<file path="config.mk">
export PLATFORM = sky130hd
export DESIGN_NAME = gb_mem_arbiter
export DESIGN_NICKNAME = d
export VERILOG_FILES = /design/src/rtl/gb_mem_pkg.sv /design/src/rtl/gb_mem_port.sv /design/src/rtl/gb_mem_arbiter.sv
export SDC_FILE = /design/constraint.sdc
export NUM_CORES = 1
export LEC_CHECK = 0
export ABC_AREA = 1
export CORE_ASPECT_RATIO = 0.5
export CORE_MARGIN = 2
export CORE_UTILIZATION = 53
export CTS_BUF_LIST = sky130_fd_sc_hd__clkbuf_8 sky130_fd_sc_hd__clkbuf_16
export DETAILED_ROUTE_END_ITERATION = 6
export GPL_ROUTABILITY_DRIVEN = 0
export PLACE_DENSITY = 0.85
export SETUP_SLACK_MARGIN = 0.3
export SKIP_LAST_GASP = 1
export SYNTH_ARGS = -nofsm -noshare
export SYNTH_HDL_FRONTEND = slang
export SYNTH_SLANG_ARGS = --single-unit
</file>
<file path="constraint.sdc">
create_clock -name clock -period 3.6 [get_ports clock]
set_clock_uncertainty 0.05 [all_clocks]
set_input_delay 0.9 -clock clock [delete_from_list [all_inputs] [get_ports clock]]
set_output_delay 0.9 -clock clock [all_outputs]
set_load 0.02 [all_outputs]
</file>
<file path="src/rtl/gb_mem_pkg.sv">
`default_nettype none
// ============================================================================
//  Module   : gb_mem_pkg
//  Brief    : Shared types and constants for the GameBoy memory arbiter.
//  Revision : 1.0 - initial release
// ============================================================================
package gb_mem_pkg;

   // Bus widths of the GameBoy CPU and video buses.
   localparam int ADDR_W = 16;
   localparam int DATA_W = 8;

   // Encoding of mem_src: which requester owns the current transaction.
   localparam logic SRC_CPU = 1'b0;
   localparam logic SRC_VID = 1'b1;

   // Arbiter sequencing states.
   typedef enum logic [1:0] {
      IDLE     = 2'd0,
      ISSUE    = 2'd1,
      WAIT_ACK = 2'd2
   } arb_state_t;

endpackage : gb_mem_pkg
`default_nettype wire

</file>
<file path="src/rtl/gb_mem_port.sv">
`default_nettype none
// ============================================================================
//  Module   : gb_mem_port
//  Brief    : Per-requester front end. Decodes the active-low strobes, tracks
//             whether the current access has already been served, holds the
//             read-data register and drives the active-low wait line.
//  Revision : 1.0 - initial release
// ============================================================================
module gb_mem_port
   import gb_mem_pkg::*;
(
   input  logic              clock,
   input  logic              reset,
   input  logic [ADDR_W-1:0] A,
   input  logic              rd_n,
   input  logic              wr_n,
   input  logic              cs_n,
   input  logic              grant,     // this port wins arbitration this cycle
   input  logic              complete,  // this port's transaction ends (ack or timeout)
   input  logic              capture,   // read data for this port is on rdata
   input  logic [DATA_W-1:0] rdata,
   output logic              pending,
   output logic              is_write,
   output logic [DATA_W-1:0] Di,
   output logic              wait_n
);

   logic              active;
   logic              served;
   logic              served_q;
   logic [ADDR_W-1:0] last_addr;

   // Strobe decode and served/pending qualification. A stored served flag only
   // counts while the access is still active on the address it was granted for,
   // so a dropped strobe or a new address is a new request in the same cycle.
   always_comb begin
      active   = !cs_n && (!rd_n || !wr_n);
      is_write = !wr_n;
      served   = served_q && active && (A == last_addr);
      pending  = active && !served;
      wait_n   = !pending;
   end

   // Served tracking: remember the granted address, mark served on completion
   // only if the requester is still presenting that same access.
   always_ff @(posedge clock) begin
      if (reset) begin
         served_q  <= 1'b0;
         last_addr <= '0;
      end else begin
         if (grant) begin
            last_addr <= A;
         end
         if (complete) begin
            served_q <= active && (A == last_addr);
         end else begin
            served_q <= served;
         end
      end
   end

   // Read-data register: updated only by read completions, holds otherwise.
   always_ff @(posedge clock) begin
      if (reset) begin
         Di <= '0;
      end else if (capture) begin
         Di <= rdata;
      end
   end

endmodule : gb_mem_port
`default_nettype wire

</file>
<file path="src/rtl/gb_mem_arbiter.sv">
`default_nettype none
// ============================================================================
//  Module   : gb_mem_arbiter
//  Brief    : Shares one single-port memory between the GameBoy CPU bus and
//             video bus. Video normally wins; a pending CPU access is forced
//             through after VID_STREAK_MAX consecutive video grants. One
//             transaction at a time, with an optional ack timeout.
//  Revision : 1.0 - initial release
// ============================================================================
module gb_mem_arbiter
   import gb_mem_pkg::*;
#(
   parameter int VID_STREAK_MAX = 4,
   parameter int ACK_TIMEOUT    = 255
)(
   input  logic              clock,
   input  logic              reset,
   // CPU bus
   input  logic [ADDR_W-1:0] cpu_A,
   input  logic [DATA_W-1:0] cpu_Do,
   output logic [DATA_W-1:0] cpu_Di,
   input  logic              cpu_rd_n,
   input  logic              cpu_wr_n,
   input  logic              cpu_cs_n,
   output logic              cpu_wait_n,
   // Video bus
   input  logic [ADDR_W-1:0] vid_A,
   input  logic [DATA_W-1:0] vid_Do,
   output logic [DATA_W-1:0] vid_Di,
   input  logic              vid_rd_n,
   input  logic              vid_wr_n,
   input  logic              vid_cs_n,
   output logic              vid_wait_n,
   // Memory controller side
   output logic              mem_req,
   output logic              mem_we,
   output logic [ADDR_W-1:0] mem_addr,
   output logic              mem_src,
   output logic [DATA_W-1:0] mem_wdata,
   input  logic [DATA_W-1:0] mem_rdata,
   input  logic              mem_ack,
   output logic              timeout_err
);

   // The streak counter saturates at VID_STREAK_MAX; the timeout counter runs
   // 0 .. ACK_TIMEOUT-1 while waiting for an ack.
   localparam int STREAK_W = $clog2(VID_STREAK_MAX + 1);
   localparam int TMO_W    = (ACK_TIMEOUT > 1) ? $clog2(ACK_TIMEOUT) : 1;
   localparam logic [STREAK_W-1:0] STREAK_SAT = STREAK_W'(VID_STREAK_MAX);
   localparam logic [TMO_W-1:0]    TMO_LAST   = TMO_W'(ACK_TIMEOUT - 1);

   arb_state_t          state;
   arb_state_t          state_nxt;
   logic [STREAK_W-1:0] streak;
   logic [TMO_W-1:0]    tmo_cnt;

   logic cpu_pending;
   logic cpu_is_write;
   logic vid_pending;
   logic vid_is_write;

   logic grant_any;
   logic grant_vid;
   logic ack_done;
   logic tmo_done;
   logic complete;

   logic cpu_grant;
   logic cpu_complete;
   logic cpu_capture;
   logic vid_grant;
   logic vid_complete;
   logic vid_capture;

   // ------------------------------------------------------------------------
   // Requester front ends
   // ------------------------------------------------------------------------
   gb_mem_port u_cpu_port (
      .clock    (clock),
      .reset    (reset),
      .A        (cpu_A),
      .rd_n     (cpu_rd_n),
      .wr_n     (cpu_wr_n),
      .cs_n     (cpu_cs_n),
      .grant    (cpu_grant),
      .complete (cpu_complete),
      .capture  (cpu_capture),
      .rdata    (mem_rdata),
      .pending  (cpu_pending),
      .is_write (cpu_is_write),
      .Di       (cpu_Di),
      .wait_n   (cpu_wait_n)
   );

   gb_mem_port u_vid_port (
      .clock    (clock),
      .reset    (reset),
      .A        (vid_A),
      .rd_n     (vid_rd_n),
      .wr_n     (vid_wr_n),
      .cs_n     (vid_cs_n),
      .grant    (vid_grant),
      .complete (vid_complete),
      .capture  (vid_capture),
      .rdata    (mem_rdata),
      .pending  (vid_pending),
      .is_write (vid_is_write),
      .Di       (vid_Di),
      .wait_n   (vid_wait_n)
   );

   // Arbitration and completion decode. Acks outside WAIT_ACK are ignored.
   always_comb begin
      grant_vid = vid_pending && !(cpu_pending && (streak == STREAK_SAT));
      grant_any = (state == IDLE) && (cpu_pending || vid_pending);
      ack_done  = (state == WAIT_ACK) && mem_ack;
      tmo_done  = (state == WAIT_ACK) && !mem_ack && (ACK_TIMEOUT != 0) &&
                  (tmo_cnt == TMO_LAST);
      complete  = ack_done || tmo_done;
   end

   // ------------------------------------------------------------------------
   // FSM
   // ------------------------------------------------------------------------

   // State register.
   always_ff @(posedge clock) begin
      if (reset) begin
         state <= IDLE;
      end else begin
         state <= state_nxt;
      end
   end

   // Next-state logic: one transaction at a time, straight back to IDLE on
   // completion so a second pending requester is granted the very next cycle.
   always_comb begin
      state_nxt = state;
      unique case (state)
         IDLE:     if (grant_any) state_nxt = ISSUE;
         ISSUE:    state_nxt = WAIT_ACK;
         WAIT_ACK: if (complete)  state_nxt = IDLE;
         default:  state_nxt = IDLE;
      endcase
   end

   // Output decode: route grant and completion strobes to the owning port.
   always_comb begin
      cpu_grant    = grant_any && !grant_vid;
      vid_grant    = grant_any &&  grant_vid;
      cpu_complete = complete && (mem_src == SRC_CPU);
      vid_complete = complete && (mem_src == SRC_VID);
      cpu_capture  = ack_done && !mem_we && (mem_src == SRC_CPU);
      vid_capture  = ack_done && !mem_we && (mem_src == SRC_VID);
   end

   // ------------------------------------------------------------------------
   // Datapath
   // ------------------------------------------------------------------------

   // Memory request registers: latched at grant, held stable until completion.
   always_ff @(posedge clock) begin
      if (reset) begin
         mem_req   <= 1'b0;
         mem_we    <= 1'b0;
         mem_addr  <= '0;
         mem_src   <= SRC_CPU;
         mem_wdata <= '0;
      end else if (grant_any) begin
         mem_req   <= 1'b1;
         mem_src   <= grant_vid ? SRC_VID      : SRC_CPU;
         mem_addr  <= grant_vid ? vid_A        : cpu_A;
         mem_wdata <= grant_vid ? vid_Do       : cpu_Do;
         mem_we    <= grant_vid ? vid_is_write : cpu_is_write;
      end else if (complete) begin
         mem_req   <= 1'b0;
      end
   end

   // Video streak: counts video wins over a waiting CPU, cleared whenever the
   // CPU wins or stops waiting.
   always_ff @(posedge clock) begin
      if (reset) begin
         streak <= '0;
      end else if (!cpu_pending || cpu_grant) begin
         streak <= '0;
      end else if (vid_grant && (streak != STREAK_SAT)) begin
         streak <= streak + 1'b1;
      end
   end

   // Ack timeout: counts WAIT_ACK cycles, restarts on every other state.
   always_ff @(posedge clock) begin
      if (reset) begin
         tmo_cnt <= '0;
      end else if (state != WAIT_ACK) begin
         tmo_cnt <= '0;
      end else begin
         tmo_cnt <= tmo_cnt + 1'b1;
      end
   end

   // Sticky timeout flag, only cleared by reset.
   always_ff @(posedge clock) begin
      if (reset) begin
         timeout_err <= 1'b0;
      end else if (tmo_done) begin
         timeout_err <= 1'b1;
      end
   end

endmodule : gb_mem_arbiter
`default_nettype wire

</file>
* Yosys cells after proc, flatten, opt, wreduce, memory -nomap -nowiden
Index checks and enable logic that the tools add are counted.
** Word-level totals
- Input bits :: 65
- Register bits :: 91
- Word-level logic and storage cells :: 87
** Cells by class
- Reduce and logical (&&, ||, !) cells :: 48
- Add/sub/neg operators :: 2
- Mux-type cells :: 11
- Bitwise gates (word level) :: 1
- Eq/ne operators :: 10
** Operator list (count)
- equality test 16 bit :: 2
- logical AND 1 bit :: 24
- 2-to-1 mux 16 bit :: 1
- zero test 1 bit :: 14
- adder 8 x 1 -> 8 bit, second input constant :: 1
- equality test 8 bit, second input constant :: 1
- 2-to-1 mux 8 bit :: 1
- 2-to-1 mux 1 bit :: 6
- inequality test 2 bit, second input constant :: 3
- case mux 2 bit (3 select lines) :: 1
- logical OR 1 bit :: 5
- 2-to-1 mux 2 bit :: 2
- OR reduction 2 bit :: 2
- adder 3 x 1 -> 3 bit, second input constant :: 1
- equality test 3 bit, second input constant :: 1
- inequality test 3 bit, second input constant :: 1
- equality test 2 x 1 -> 1 bit, second input constant :: 1
- equality test 2 bit, second input constant :: 1
- zero test 2 bit :: 1
- AND reduction 2 bit :: 1
- nonzero test 2 bit :: 1
- inverter 1 bit :: 1

* Depth between registers and ports, before layout
- Depth in word-level cells :: 14
- Mapped depth :: 15
- Mapped depth without buffers :: 15

* Cells and area by module
Synthesis repeated with hierarchy kept, for this count alone.
** Second synthesis, totals
- Cell total of the unflattened synthesis :: 691
- Area, all modules :: 4528.1 µm²
** By module, submodules not included
- gb_mem_port :: sequential area each 500.5 µm², times used 2, area each 1169.9 µm², cells each 187
- gb_mem_arbiter :: sequential area each 820.8 µm², times used 1, area each 2188.3 µm², cells each 317

* Least setup slack after synthesis
Ideal clock, no wire load.
- Path kind :: input -> output
- Start :: input port cpu_A[14]
- End :: output port cpu_wait_n
- Data arrival time :: 1.607 ns
- Path buffers :: 0
- Data required time :: 2.650 ns
- Cell stages on the path :: 6
- Slack :: 1.043 ns
- Cells stage by stage :: xor2_1 nor2_1 nand2_1 nor2_1 nand3_2 nand2_1
** Between the ends
- Cells in the longest elaborated chain, start to end :: 5
** Ends and longest elaborated chain
- start, declared :: RTL line gb_mem_arbiter.sv:19 : input logic [ADDR_W-1:0] cpu_A,
- equality test 16 bit :: RTL line gb_mem_port.sv:39 : served = served_q && active && (A == last_addr);
- logical AND 1 bit :: RTL line gb_mem_port.sv:39
- zero test 1 bit :: RTL line gb_mem_port.sv:40 : pending = active && !served;
- logical AND 1 bit :: RTL line gb_mem_port.sv:40
- zero test 1 bit :: RTL line gb_mem_port.sv:41 : wait_n = !pending;
- end, declared :: RTL line gb_mem_arbiter.sv:25 : output logic cpu_wait_n,
Every way passes these cells.

* Worst setup path in the final report
- Start :: input port cpu_A[2]
- End :: output port cpu_wait_n
Same word-level chain as after synthesis.

==> impl_metrics.ini <==
[global_route]
overflow = 0
grt_max_degree = 79
antenna_found_initial = 0
grt_use_met2 = 0.462
grt_pass1_wl_um = 19900
met1_usage = 0.349
busiest_layer = met2
grt.total_usage = 0.275
grt_pass1_vias = 4324
grt_use_met3 = 0.0826

[die]
die_x_um = 133
start_util = 0.550
die_h_um = 68.7
dieArea_um2 = 9160
core_um2 = 8060
rows = 23
boundaryPins = 111

[layout]
final_layout_size_suffix_gt1_frac = 0.0856
seq_area_um2 = 1820
area_delta_synth_final_pct = 38.6
final_nets = 870
layout_common_cells = nand2_1 (252), clkdlybuf4s50_1 (93), dfxtp_1 (91), a21oi_1 (84)
multi_input_area_um2 = 2250
layout.cells.most_common = nand2_1
finish.utilization = 0.762
fillers = 635
diodes = 0

[outcome]
outcome = completed

[worst_setup_path]
slowest_delay_ns = 0.50
endpoint_kind = primary output
worstPathMaxFanout = 3
worstPathRequired_ns = 2.65
crit_type = in2out
crit_arrival_ns = 2.27
cp_common_cell = nand2_1
critPathLaunchType = input pin
critPathSlowestCell = clkdlybuf4s50_1
crit_chain = clkdlybuf4s50_1 > inv_1 > nand2_1 > nand2_1 > nor2_1 > nand2_1 > nor2_4 > nand3_4 > nand2_2 > buf_4

[sta]
rsz0062_at_grt = no
relSlewSlack = 0.433
maxSlewViolCount = 0
fin_crit_ns = 3.22
setup-tns-final_ns = 0
finalHoldViolCount = 0
max_freq_mhz = 310
finalSetupViolCount = 0
timing.final.crit_share = 0.895
holdWs_ns = 0.403
tightest_slew_ns = 0.850

[logic_synthesis]
synth_fp_nets = 746
syn_area_per_cell_um2 = 6.55
yosys.area.top_type = dfxtp_1
syn_area_um2 = 4430
yosys.area.top_type_share = 0.411
synth-seq-cells = 91
yosysWarnings = 0
yosysUniqueCellTypes = 33
syn-instance-count = 677
ys_seq_area_frac = 0.411
synth_top_cells_by_area = dfxtp_1 (41%), nand2_1 (21%), a21oi_1 (9.5%)

[detailed_routing]
drt-initial-drc-count = 461
route.detailed.drc = 0
vias = 4756
avgRoutedWirePerCell_um = 13.6
vias_per_cell = 5.18
ant_nets = 0
drt_pre_antenna_iters = 5
wl_um = 12500

[place]
io_buffers = 110
dp_hpwl_um = 8280

[min_path]
hold_class = reg2reg

[cts]
clkTransAtPathRegs_ns = 0.06
ctsHoldBuffers = 0
cts_tree = yes
clockBufferDepth = 2
clock_latency_ns = 0.34
cts_sinks = 91
clockRootBuffer = clkbuf_16
postCtsSetupBuffers = 0
htree_num_levels = 3
numCtsBuffers = 9

[pwr]
leakagePower_nw = 2.77
vdd_drop_max_v = 0.000271
power.density_nw_per_um2 = 437
finalPower_mw = 2.68

[job]
maxCapViolations = 0
==> per-stage QoR <==
stage                     area (µm²)  worst slack, ns  cells
after global placement          5760          -0.0871    902
after CTS                       6080            0.284    918
after detailed placement        5760           -0.144    902
after global routing            6140            0.264    918
final                           6140            0.377    918
after floorplan                 4430             1.04    677
==> power by group <==
part           switching, mW  internal [mW]  total, mW
registers             0.0378           1.07       1.11
logic                  0.313          0.230      0.543
clock network          0.408          0.627       1.04
==> routing by layer <==
metal	part of all wire	vias to the layer above
met2	0.47	171
met1	0.43	2184
met3	0.086	19
li1	-	2382
met5	0	-
met4	0.012	0
==> worst max-delay path, delay by kind of cell <==
kind	cells	cell delay [ns]
buffers and inverters	3	0.69
and+or+nand+nor	7	0.68
==> flip-flops by register name, indices dropped and copies added (netlist names) <==
signal and count:
state 2, timeout_err 1, tmo_cnt 8, mem_req 1, mem_we 1, mem_wdata 8
u_cpu_port.Di 8, mem_addr 16, u_vid_port.last_addr 16, u_cpu_port.served_q 1, u_cpu_port.last_addr 16, mem_src 1
u_vid_port.Di 8, streak 3, u_vid_port.served_q 1
==> worst paths after layout <==
kind / from / endpoint / slack (ns) / cells after the start
setup / recovery: cpu_A[2] / cpu_wait_n / 0.38 / 10
hold / removal: timeout_err / timeout_err / 0.40 / 2
setup reg to reg: u_vid_port.last_addr[9] / u_cpu_port.last_addr[1] / 1.21 / 14
hold reg to reg: timeout_err / timeout_err / 0.40 / 2
==> cells in the mapped netlist (all sizes together) <==
library cell / instances
a211oi: 1
a21oi: 85
a31oi: 1
and2: 1
buf: 17
clkbuf: 12
clkinv: 1
dfxtp: 91
ha: 4
inv: 63
nand2: 257
nand3: 64
nand4: 6
nor2: 62
nor3: 1
nor3b: 2
o21ai: 1
or2: 1
xnor2: 1
xor2: 6
==> area by class of cell <==
type                       instances  share of cell area
timing repair buffer             142               0.222
tap                              112              0.0228
inverter                          64              0.0395
sequential                        91               0.297
multi-input combinational        493               0.366
clock inverter                     6              0.0145
clock buffer                      10              0.0389
==> kinds of logic after synthesis <==
| group | share of synthesized area |
|---|---|
| AO/OA/AOI/OAI | 0.101 |
| adder cells (fa/ha/maj) | 0.0113 |
| flip-flops | 0.411 |
| buffers and inverters | 0.0889 |
| XOR/XNOR | 0.0138 |
| AND/OR/NAND/NOR | 0.374 |
==> what timing repair did <==
item | 4_1_cts | 5_1_grt
pin swaps | 0 | 1
resized for setup | 11 | 21
endpoints found under the setup margin | 2 | 2
Note: power is estimated with default switching activity, not from simulation.
==> edit: new RTL, same flow settings <==
The parameter `ACK_TIMEOUT` goes from 255 to 510.
--- a/src/rtl/gb_mem_arbiter.sv
+++ b/src/rtl/gb_mem_arbiter.sv
@@ -13,3 +13,3 @@
    parameter int VID_STREAK_MAX = 4,
-   parameter int ACK_TIMEOUT    = 255
+   parameter int ACK_TIMEOUT    = 510
 )(
Check against the original RTL: same outputs for any inputs over 10 cycles, from zero or initial values and one cycle with reset high; that may be too few to reach the edited logic, so the function may still have changed.
==> edit against the unedited design <==
- routed wire length down 1.7%
- area after synthesis up 3.2%
- critical path depth unchanged
- sequential cell count up 1
- utilization down 0.24 points
- power down 1.9%
- count of clock-buffer cells in the layout down 1
- setup slack better by 17 ps
- cell area up 1.5%
- highest routed layer unchanged
==> edit: results (changes against the unedited design) <==
The flow ran to the end, and the final reports show no timing, DRC or antenna violations. The longest individual stage delay on the worst path came out at 540 ps (+40 ps). The final hold violation count came out at 0 (unchanged).

The worst-case vdd ir drop is 0.000284 V (+4.7%). The placed wire-length estimate came to 8.61 mm (+4.0%). The count of placed standard cells including taps came out at 914 (+1.3%).

The later-pin clock latency in the skew report is 340 ps (about the same). The number of global-route vias before repair is 4,457 (+3.1%). After synthesis, the most frequently instantiated cells are 246 x nand2_1, 92 x dfxtp_1, 76 x a21oi_1, 64 x nor2_1. The largest fanout on the critical path is 4 (+1). The number of warnings issued by yosys came to 0 (unchanged). The number of clock buffers inserted by TritonCTS came out at 9 (unchanged).

The net load switching power is 0.771 mW (+1.7%). The count of TritonRoute iterations in the first routing pass came out at 5 (unchanged). The count of hold-fix buffers inserted at cts came out at 0 (unchanged). The largest registers in the layout are mem_addr (16), u_cpu_port.last_addr (16), u_vid_port.last_addr (16). The net count reported at finish came out at 883 (+1.5%). The met2 track demand over resource in global routing came to 45.2% (-1.0 points). The wire length of the first global-routing pass came out at 19.8 mm (-0.62%).

The post-detailed-route via-to-cell ratio is 5.07 (-2.1%). The initial antenna violation count came to 0 (unchanged). The all-layer global routing usage came to 26.2% (-1.4 points). The clock-pin slew of the registers on the worst-case setup and hold paths came out at 60 ps (about the same). The max-slew headroom at the worst pin is 66.8% (+23 points). After synthesis, the cell types taking the most area are dfxtp_1 40%, nand2_1 20%, a21oi_1 8.3%. The post-route total power was 2.63 mW (-1.9%). The share of cells above drive strength 1 came to 11.0% (+2.4 points). The wire length per cell is 13.2 µm (-3.1%). The worst-case clock buffer depth came out at 2 (unchanged). The global routing usage on met3 was 6.94% (-1.3 points). The count of different cell masters after synthesis was 33 (unchanged). The total number of H-tree levels is 3 (unchanged). The worst setup timing slack at the placement stage came out at -133 ps (+10.8 ps).

The via total after detailed routing is 4,724 (-0.67%). The tree is rooted in a clkbuf_16. The kind of cell with the highest combined delay along the critical path is buffers and inverters. The class of the most critical hold timing path is reg -> reg.

The first-iteration detailed-routing DRC count came out at 251 (-46%). The largest net degree at the start of global routing came out at 31 (-61%). The share of async-settable or async-resettable flops after synthesis came out at 0% (unchanged).

The synthesized net count came out at 756 (+1.3%). The data arrival time at the worst-slack endpoint is 2260 ps. The static leakage is 2.76 nW (-0.46%). The placed standard-cell area came out at 5900 µm² (+2.5%). The synthesized area divided by synthesized cell count is 6.66 µm² (+1.7%). The share of the yosys chip area belonging to registers is 40.3% (-0.84 points). The clock group share of total power is 36.5% (-2.1 points).

The fraction of met1 tracks used by global routing is 31.1% (-3.8 points). The power drawn by the combinational cells is 0.556 mW (+2%).
[edit: changes by cell type in the layout (fill, tap and decap cells not counted), moves of 4 or more]
cell            unedited run  this run
nor2_1                    56        63
dlymetal6s2s_1            13         9
a21oi_2                    1        11
nand2_2                    3        13
a21oi_1                   84        76
nand2_1                  252       245
[edit: final cells by class]
class | count | area (µm²)
Clock buffer | 9 | 225
Clock inverter | 7 | 75.1
Fill cell | 643 | 1970
Inverter | 65 | 246
Multi-Input combinational cell | 501 | 2320
Sequential cell | 92 | 1840
Tap cell | 112 | 140
Timing Repair Buffer | 145 | 1390
[edit: path summary, 6_finish.rpt]
| kind | depth (start not counted) | slack, ps | endpoint | startpoint |
|---|---|---|---|---|
| worst max-delay path | 10 | 390 | vid_wait_n | vid_A[7] |
| worst min-delay path | 2 | 410 | tmo_cnt[8] | tmo_cnt[8] |
| worst max register to register | 15 | 1300 | u_cpu_port.last_addr[13] | u_vid_port.last_addr[9] |
| worst min register to register | 2 | 410 | tmo_cnt[8] | tmo_cnt[8] |
[edit: what timing repair did]
action                                 in CTS  in global routing
setup endpoints to repair                   2                  2
resized for setup                          11                 14
pin swaps                                   0                  3
endpoints found under the hold margin       0                  0
setup buffers                               0                  1
[edit: cells by family (layout without fill, tap and decap cells)]
kind of cell	after synthesis	in the layout	share of synthesized area, %
AO/OA/AOI/OAI	91	91	11.0
XOR/XNOR	6	6	1.15
adder cells (fa/ha/maj)	4	4	1.09
buffers and inverters	94	226	9.30
flip-flops	92	92	40.3
AND/OR/NAND/NOR	400	400	37.2
[edit: per-layer routing]
| metal | wire (µm) | vias up |
|---|---|---|
| met3 | 801 | 24 |
| met1 | 5390 | 2156 |
| met2 | 5790 | 135 |
| met5 | 0 | - |
| met4 | 296 | 0 |
| li1 | - | 2409 |
